==> config.mk <==
export PLATFORM = sky130hd
export DESIGN_NAME = seg_scan_ctrl
export DESIGN_NICKNAME = d
export VERILOG_FILES = /design/src/rtl/seg_scan_ctrl.sv
export SDC_FILE = /design/constraint.sdc
export NUM_CORES = 1
export LEC_CHECK = 0
export BUFFER_PORTS_ARGS = -buffer_cell sky130_fd_sc_hd__buf_4
export CAP_MARGIN = 20
export CORE_MARGIN = 8
export CORE_UTILIZATION = 40
export CTS_BUF_LIST = sky130_fd_sc_hd__clkbuf_8
export CTS_CLUSTER_DIAMETER = 80
export CTS_CLUSTER_SIZE = 14
export DETAILED_ROUTE_END_ITERATION = 8
export PLACE_DENSITY = 0.59
export SLEW_MARGIN = 40
export SYNTH_ARGS = -nofsm -noshare
export SYNTH_HDL_FRONTEND = slang
export SYNTH_SLANG_ARGS = --single-unit
==> constraint.sdc <==
create_clock -name clk -period 1.8 [get_ports clk]
set_input_delay 0.27 -clock clk [delete_from_list [all_inputs] [get_ports clk]]
set_output_delay 0.27 -clock clk [all_outputs]
set_load 0.05 [all_outputs]
==> src/rtl/seg_scan_ctrl.sv <==
// rtl/seg_scan_ctrl.sv - 4-digit multiplexed 7-segment scan controller with frame-aligned double buffer
module seg_scan_ctrl #(
  parameter int CLK_DIV = 50000,
  parameter int GUARD   = 16,
  parameter int CNT_W   = 16
) (
  input  logic        clk,
  input  logic        rst_n,
  input  logic        en,
  input  logic        wr_valid,
  output logic        wr_ready,
  input  logic [15:0] wr_data,
  input  logic [3:0]  wr_mask,
  output logic [6:0]  seg,
  output logic [3:0]  ga,
  output logic        frame_done
);

  typedef enum logic [1:0] {
    IDLE  = 2'd0,
    SCAN  = 2'd1,
    BLANK = 2'd2
  } state_t;

  localparam logic [CNT_W-1:0] DIV_LAST   = CNT_W'(CLK_DIV - 1);
  localparam logic [CNT_W-1:0] GUARD_LAST = CNT_W'((GUARD > 0) ? (GUARD - 1) : 0);
  localparam logic [CNT_W-1:0] CNT_ONE    = CNT_W'(1);

  state_t           state, state_nxt;
  logic [1:0]       digit, digit_nxt;
  logic [CNT_W-1:0] presc, presc_nxt;
  logic             boundary;

  logic             pend;
  logic [15:0]      pend_data, act_data;
  logic [3:0]       pend_mask, act_mask;
  logic             accept, swap;

  function automatic logic [6:0] decode(input logic [3:0] h);
    case (h)
      4'h0:    decode = 7'b1000000;
      4'h1:    decode = 7'b1111001;
      4'h2:    decode = 7'b0100100;
      4'h3:    decode = 7'b0110000;
      4'h4:    decode = 7'b0011001;
      4'h5:    decode = 7'b0010010;
      4'h6:    decode = 7'b0000010;
      4'h7:    decode = 7'b1111000;
      4'h8:    decode = 7'b0000000;
      4'h9:    decode = 7'b0010000;
      4'hA:    decode = 7'b0001000;
      4'hB:    decode = 7'b0000011;
      4'hC:    decode = 7'b1000110;
      4'hD:    decode = 7'b0100001;
      4'hE:    decode = 7'b0000110;
      default: decode = 7'b0001110;
    endcase
  endfunction

  // Scan state register: current phase, digit being served and dwell/guard counter
  always_ff @(posedge clk or negedge rst_n) begin
    if (!rst_n) begin
      state <= IDLE;
      digit <= 2'd0;
      presc <= '0;
    end else begin
      state <= state_nxt;
      digit <= digit_nxt;
      presc <= presc_nxt;
    end
  end

  // Next-state logic; boundary marks the edge that closes digit 3's lit window
  always_comb begin
    state_nxt = state;
    digit_nxt = digit;
    presc_nxt = presc;
    boundary  = 1'b0;
    if (!en) begin
      state_nxt = IDLE;
      digit_nxt = 2'd0;
      presc_nxt = '0;
    end else begin
      case (state)
        IDLE: begin
          state_nxt = SCAN;
          digit_nxt = 2'd0;
          presc_nxt = '0;
        end
        SCAN: begin
          if (presc == DIV_LAST) begin
            presc_nxt = '0;
            boundary  = (digit == 2'd3);
            if (GUARD > 0) begin
              state_nxt = BLANK;
            end else begin
              digit_nxt = digit + 2'd1;
            end
          end else begin
            presc_nxt = presc + CNT_ONE;
          end
        end
        BLANK: begin
          if (presc == GUARD_LAST) begin
            state_nxt = SCAN;
            digit_nxt = digit + 2'd1;
            presc_nxt = '0;
          end else begin
            presc_nxt = presc + CNT_ONE;
          end
        end
        default: begin
          state_nxt = IDLE;
          digit_nxt = 2'd0;
          presc_nxt = '0;
        end
      endcase
    end
  end

  assign accept = wr_valid && wr_ready;
  // While idle nothing is on screen, so a pending word may be promoted at once
  assign swap   = pend && (boundary || (state == IDLE));

  // Write buffer: accept into pending slot, promote to active only at a frame edge
  always_ff @(posedge clk or negedge rst_n) begin
    if (!rst_n) begin
      pend      <= 1'b0;
      wr_ready  <= 1'b1;
      pend_data <= 16'h0000;
      pend_mask <= 4'b0000;
      act_data  <= 16'h0000;
      act_mask  <= 4'b0000;
    end else if (accept) begin
      pend      <= 1'b1;
      wr_ready  <= 1'b0;
      pend_data <= wr_data;
      pend_mask <= wr_mask;
    end else if (swap) begin
      pend      <= 1'b0;
      wr_ready  <= 1'b1;
      act_data  <= pend_data;
      act_mask  <= pend_mask;
    end
  end

  // Pin drivers: registered from the current scan state, gated by en so disable blanks next edge
  always_ff @(posedge clk or negedge rst_n) begin
    if (!rst_n) begin
      seg        <= 7'b1111111;
      ga         <= 4'b1111;
      frame_done <= 1'b0;
    end else begin
      frame_done <= boundary;
      if (en && (state == SCAN)) begin
        ga  <= ~(4'b0001 << digit);
        seg <= act_mask[digit] ? decode(act_data[{digit, 2'b00} +: 4]) : 7'b1111111;
      end else begin
        ga  <= 4'b1111;
        seg <= 7'b1111111;
      end
    end
  end

endmodule
==> results of run 1 <==
[worst max path at each step]
| stage | start | to | slack, ns |
|---|---|---|---|
| after global placement | digit[0] | act_data[9] | -0.09 |
| final | presc[12] | act_data[3] | -0.04 |
| after detailed placement | presc[4] | act_mask[3] | -0.11 |
| after floorplan | presc[1] | act_data[0] | -0.02 |
| after global routing | presc[12] | act_data[14] | -0.15 |
| after CTS | presc[9] | digit[0] | -0.05 |
[final cells by class]
cell class	count	area, um^2
clock buffers	9	124
fillers	749	3980
multi-input cells	179	1700
flip-flops and latches	74	1870
repair buffers	83	698
well taps	108	135
clock inverters	7	83.8
inverters	11	46.3
[sequential cells by signal (all words and copies together) (netlist names)]
signal and cells:
presc 16, frame_done 1, state 2, ga 4
pend_mask 4, digit 2, act_mask 4, act_data 16
wr_ready 1, pend 1, seg 7, pend_data 16
[power breakdown]
group	internal, uW	total, uW	switching, uW
clock network	666	1370	700
registers	2190	2490	292
logic	1400	2440	1030
total	4260	6290	2030
[critical path: cells and delay by family, from the launching register on]
family,cells,cell delay [ns]
AOI/OAI and AO/OA,1,0.24
and+or+nand+nor,3,0.62
buffers and inverters,1,0.16
muxes,1,0.30
DFF,1,0.41
[kinds of logic (layout without fill, tap and decap cells)]
family	Yosys count	count (layout)	synth area share
AO/OA/AOI/OAI	20	20	0.0422
multiplexers	49	49	0.191
AND/OR/NAND/NOR	81	81	0.115
flip-flops	74	74	0.529
adder cells (fa/ha/maj)	15	15	0.0532
buffers and inverters	21	110	0.0344
XOR/XNOR	14	14	0.0348
[per-stage QoR]
step                       util  instance area [um^2]
after detailed placement  0.492                  4250
final                     0.540                  4660
after CTS                 0.520                  4490
after global routing      0.540                  4660
after floorplan               -                  3570
after global placement    0.492                  4250
[what timing repair did]
item	in CTS	in global routing
pin swaps	0	8
endpoints found under the setup margin	44	47
buffers inserted	1	5
hold buffers	1	0
gates cloned	0	0
gates resized for setup	3	27
hold endpoints to repair	20	0
[per-layer routing]
metal | global-route usage | share of wire | wire [um]
met5 | 0 | 0 | 0
met1 | 0.169 | 0.49 | 3490
met4 | 0.0492 | 0.017 | 125
met3 | 0.0404 | 0.041 | 292
met2 | 0.179 | 0.45 | 3250
[cell usage in the layout (no fill, tap or decap), drive strengths merged, types with 3 or more instances in the layout]
cell,n
and3,5
buf,82
clkbuf,9
dfrtp,62
dfstp,12
ha,15
inv,15
mux2,40
mux2i,4
mux4,5
nand2,17
nand2b,3
nand3,15
nand4,3
nor2,22
nor2b,3
nor3,5
o211ai,3
o21ai,4
o221ai,3
o22ai,3
xnor2,8
xor2,6
==> results.ini, run 1 <==
[run_status]
status = finished with violations
violations_in_the_final_reports = setup timing

[synth]
syn-num-nets = 313
synth.ff_latch_count = 74
synthDominantCellAreaShare = 0.440
synth_warnings = 0
yosysTopAreaCell = dfrtp_1
synth.top_cells.by_area = dfrtp_1, dfstp_2, mux2_4
synthesis.area_um2 = 3530
synth.lib_cells_used.distinct = 42
yosysMostFrequentCell = dfrtp_1
synthCells = 274
synth.yosys.seq_area_share = 0.529
synth_top_flop_cell = dfrtp_1
postSynthAreaPerCell_um2 = 12.9
synth_enable_flop_cells = 0
asyncSetResetFlopFracSynth = 1.00
synth.cells.most_frequent = dfrtp_1, nor2_1, mux2_2

[timing]
min_period_over_period = 1.02
slew_of_the_pin_with_the_lowest_slew_margin_ns = 0.321
min_period_ns = 1.84
final_max_slew_viol_count = 0
finalWorstSetupSlack_ns = -0.0371
clock-skew-final_ns = 0.0115
setup_viol_count_final = 18
max_freq_ghz = 0.544
grt_setup_unrepaired = yes
slew_headroom = 0.784
finalHoldViolCount = 0
worst_hold_slack_ns = 0.129
fin_setup_tns_ns = -0.380

[place]
preCtsSetupSlack_ns = -0.106
placed_cells = 448
gpl.final_weighted_congestion = 0.811
dp_hpwl_um = 5110
placement.io_buffers = 36

[setup_path]
worst_r2r_endpoint = act_data[3]
setup.worst_path.class = flop to flop
cp.required_ns = 2.05
critical-path-max-stage-delay_ns = 0.41
worst_r2r_startpoint = presc[12]
timing.critical_path.from_type = flop
timing.reg2reg.worst_path_depth = 6
cp_max_fo = 10
setup.reg_to_reg.worst_slack_ns = -0.04
timing.critical_path.slowest_stage_cell = dfrtp_1
crit_arrival_ns = 2.08
path_cells = nor4_4 > nand3_4 > nor3_4 > o211a_4 > buf_12 > mux2_4
worst_setup_path_end_kind = flop

[clocking]
cts_max_level = 3
cts_buffer_depth = 2
cts_buffers = 9
cts.reportedPaths.clkPinSlew_ns = 0.09
insertion_delay_ns = 0.36
tritoncts = yes
clock_sink_count = 74
cts_root_buf = clkbuf_8

[detailed_routing]
detail_route.drc_violations = 0
detail_route.wirelength_um = 7160
avgRoutedWirePerCell_um = 15.2
firstDrtPassIters = 4
detailroute.via_count = 2333
post_drt_via_cell_ratio = 4.95
ant_nets = 0
initialDrtViolationCount = 107

[power_and_ir_drop]
power.total_uw = 6290
p_per_area_nw_per_um2 = 1350
worst_supply_voltage_drop_on_vdd_v = 0.000657
p_leak_uw = 0.00206

[layout]
instances_no_fill = 471
n_antenna_cell = 0
flow.area_growth_from_synthesis_pct = 32.1
drive_gt1_frac = 0.507
final_net_count = 397

[die]
start_util = 0.408
ioPinCount = 37
core_area_um2 = 8640
die_height_um = 110
total_die_area_um2 = 12100
dieWidth_um = 110
rows = 34

[worst_hold_path]
hold_path.startpoint = wr_data[9]
hold_path_depth = 2
hp-class = primary input to flop
worst_hold_path.endpoint = pend_data[9]

[global_route]
grt_remaining_overflow = 0
first_global_vias = 2414
grt_pass1_wl_um = 11600
grt.total_usage = 0.125
grt_max_degree = 38
antenna_found_initial = 0

[flow_run]
max_cap_violations = 0

(Power assumes the default switching activity.)
==> inputs of run 2 (changes only) <==
--- a/config.mk
+++ b/config.mk
@@ -5,6 +5,7 @@
 export SDC_FILE = /design/constraint.sdc
 export NUM_CORES = 1
 export LEC_CHECK = 0
+export ABC_AREA = 1
 export BUFFER_PORTS_ARGS = -buffer_cell sky130_fd_sc_hd__buf_4
 export CAP_MARGIN = 20
 export CORE_MARGIN = 8
==> results.ini, run 2 <==
[power_and_ir_drop]
p_leak_uw = 0.00205
worst_supply_voltage_drop_on_vdd_v = 0.000852
p_per_area_nw_per_um2 = 1300

[synth]
synth.ff_latch_count = 74
synth_xor_xnor_area_share = 0.0262
share_of_synthesized_cell_area_in_full_adder_half_adder_and_majority_cells = 0.0511
synthDominantCellAreaShare = 0.422
synth.top_cells.by_area = dfrtp_1, nand2_1, dfstp_2
synth_top_flop_cell = dfrtp_1
synth.cells.most_frequent = nand2_1, dfrtp_1, nand3_1
synth.yosys.seq_area_share = 0.508
synth_top_family_by_area = simple AND/OR/NAND/NOR gates
synthCells = 402
asyncSetResetFlopFracSynth = 1.00
yosysMostFrequentCell = nand2_1
multiplexer_share_of_the_synthesized_area = 0.0613
postSynthAreaPerCell_um2 = 9.14
yosysTopAreaCell = dfrtp_1
synth.lib_cells_used.distinct = 26
compound_gate_fraction_of_synth_area = 0.0116
synthSimpleGateAreaFrac = 0.286
synth_warnings = 0
synth_enable_flop_cells = 0
syn-num-nets = 441
synthesis.area_um2 = 3680

[die]
ioPinCount = 37
rows = 35
die_height_um = 112
dieWidth_um = 112
start_util = 0.406
core_area_um2 = 9060
total_die_area_um2 = 12500

[timing]
clock-skew-final_ns = 0.00737
worst_hold_slack_ns = 0.108
min_period_ns = 1.65
setup_viol_count_final = 0
max_freq_ghz = 0.608
finalWorstSetupSlack_ns = 0.155
final_max_slew_viol_count = 0
slew_headroom = 0.609
finalHoldViolCount = 0
fin_setup_tns_ns = 0
slew_of_the_pin_with_the_lowest_slew_margin_ns = 0.586
min_period_over_period = 0.914

[clocking]
tritoncts = yes
cts_buffer_depth = 2
clock_sink_count = 74
cts_max_level = 3
cts_buffers = 9
cts_post_setup_buffers_inserted = 0
cts.reportedPaths.clkPinSlew_ns = 0.08
insertion_delay_ns = 0.34
cts_root_buf = clkbuf_8

[global_route]
grt_pass1_wl_um = 12800
grt-busiest-layer = met2
first_global_vias = 2760
grt_max_degree = 31
antenna_found_initial = 0
globalRouteMet3Util = 0.0330
globalRouteMet1Util = 0.159
grt_remaining_overflow = 0
global_route.usage.met2 = 0.196
grt.total_usage = 0.124

[place]
dpl_cell_area_um2 = 4090
dp_hpwl_um = 5400
placement.io_buffers = 36
gpl.final_weighted_congestion = 0.859
preCtsSetupSlack_ns = 0.109

[flow_run]
max_cap_violations = 0

[setup_path]
setup.worst_path.class = flop to flop
worst_setup_path_end_kind = flop
cp.required_ns = 2.07
cp_max_fo = 9
timing.critical_path.from_type = flop
crit_arrival_ns = 1.91

[layout]
cell_area_after_layout_um2 = 4310
drive_gt1_frac = 0.275
largestRegisters = act_data (16), pend_data (16), presc (16)
layout_common_cells = nand2_1, dfrtp_1, nand3_1
final_net_count = 488
n_antenna_cell = 0
final_core_util = 0.475
most_common_library_cell_in_the_layout_ignoring_fill_and_taps = nand2_1
flow.area_growth_from_synthesis_pct = 17.2

[worst_hold_path]
hp-class = primary input to flop

[detailed_routing]
detail_route.drc_violations = 0
ant_nets = 0
detailroute.via_count = 2717
initialDrtViolationCount = 113
post_drt_via_cell_ratio = 4.81
detail_route.wirelength_um = 7260
avgRoutedWirePerCell_um = 12.9
firstDrtPassIters = 7

[run_status]
status = finished, final reports clean

run 2: cell types whose count changed after synthesis, moves of 8 or more:
cell     previous run  this run
nor2_2              0        13
nand3_1            15        55
inv_1              11        28
nor2_1             22        30
mux2_4             19         0
nand2_1            17       119
run 2: path summary, 6_finish.rpt:
path,start,end,slack (ns),depth (start not counted)
max,digit[0],seg[0],0.15,10
min,wr_valid,wr_ready,0.11,2
max reg2reg,digit[0],seg[0],0.15,10
min reg2reg,presc[0],presc[0],0.46,1
max in group asynchronous,rst_n,digit[1],0.80,3
min in group asynchronous,rst_n,pend_data[13],0.40,2
run 2: area by class of cell:
class | count | area, um^2
Timing Repair Buffer | 47 | 380
Clock buffer | 10 | 138
Multi-Input combinational cell | 287 | 1630
Fill cell | 868 | 4760
Inverter | 30 | 113
Tap cell | 111 | 139
Clock inverter | 6 | 41.3
Sequential cell | 74 | 1870
run 2: logic make-up after synthesis:
kind of cell,after synthesis
simple gates,233
mux,20
fa+ha+maj,15
compound gates,8
flops,74
buf+inv,41
xor+xnor,11
run 2: worst max-delay path: stages (launching register included):
cell and delay, ns:
dfrtp_1 0.42, buf_4 0.18, nand2_1 0.06, nand3_1 0.09, nand2_1 0.10, inv_1 0.07
ha_1 0.23, inv_1 0.10, nor2_1 0.05, a21oi_1 0.18, nand2_1 0.09
run 2: routing by layer:
metal,vias up,wire length [um]
met3,8,255
met1,1283,3570
met5,-,0
met2,53,3360
li1,1373,-
met4,0,80
run 2: what timing repair did:
item	CTS	global route
hold endpoints to repair	27	0
setup endpoints to repair	0	12
hold buffers	1	0
resized for setup	0	4
run 2: through the flow:
step	std cells	total power, uW
2_1_floorplan	402	3920
3_3_place_gp	548	4360
3_5_place_dp	548	4430
4_1_cts	565	5620
5_1_grt	565	6030
6_report	565	5600
run 2: report_power, final:
| group | switching (uW) | total [uW] | internal [uW] |
|---|---|---|---|
| combinational | 1160 | 1960 | 799 |
| clock | 636 | 1180 | 541 |
| sequential | 287 | 2470 | 2180 |
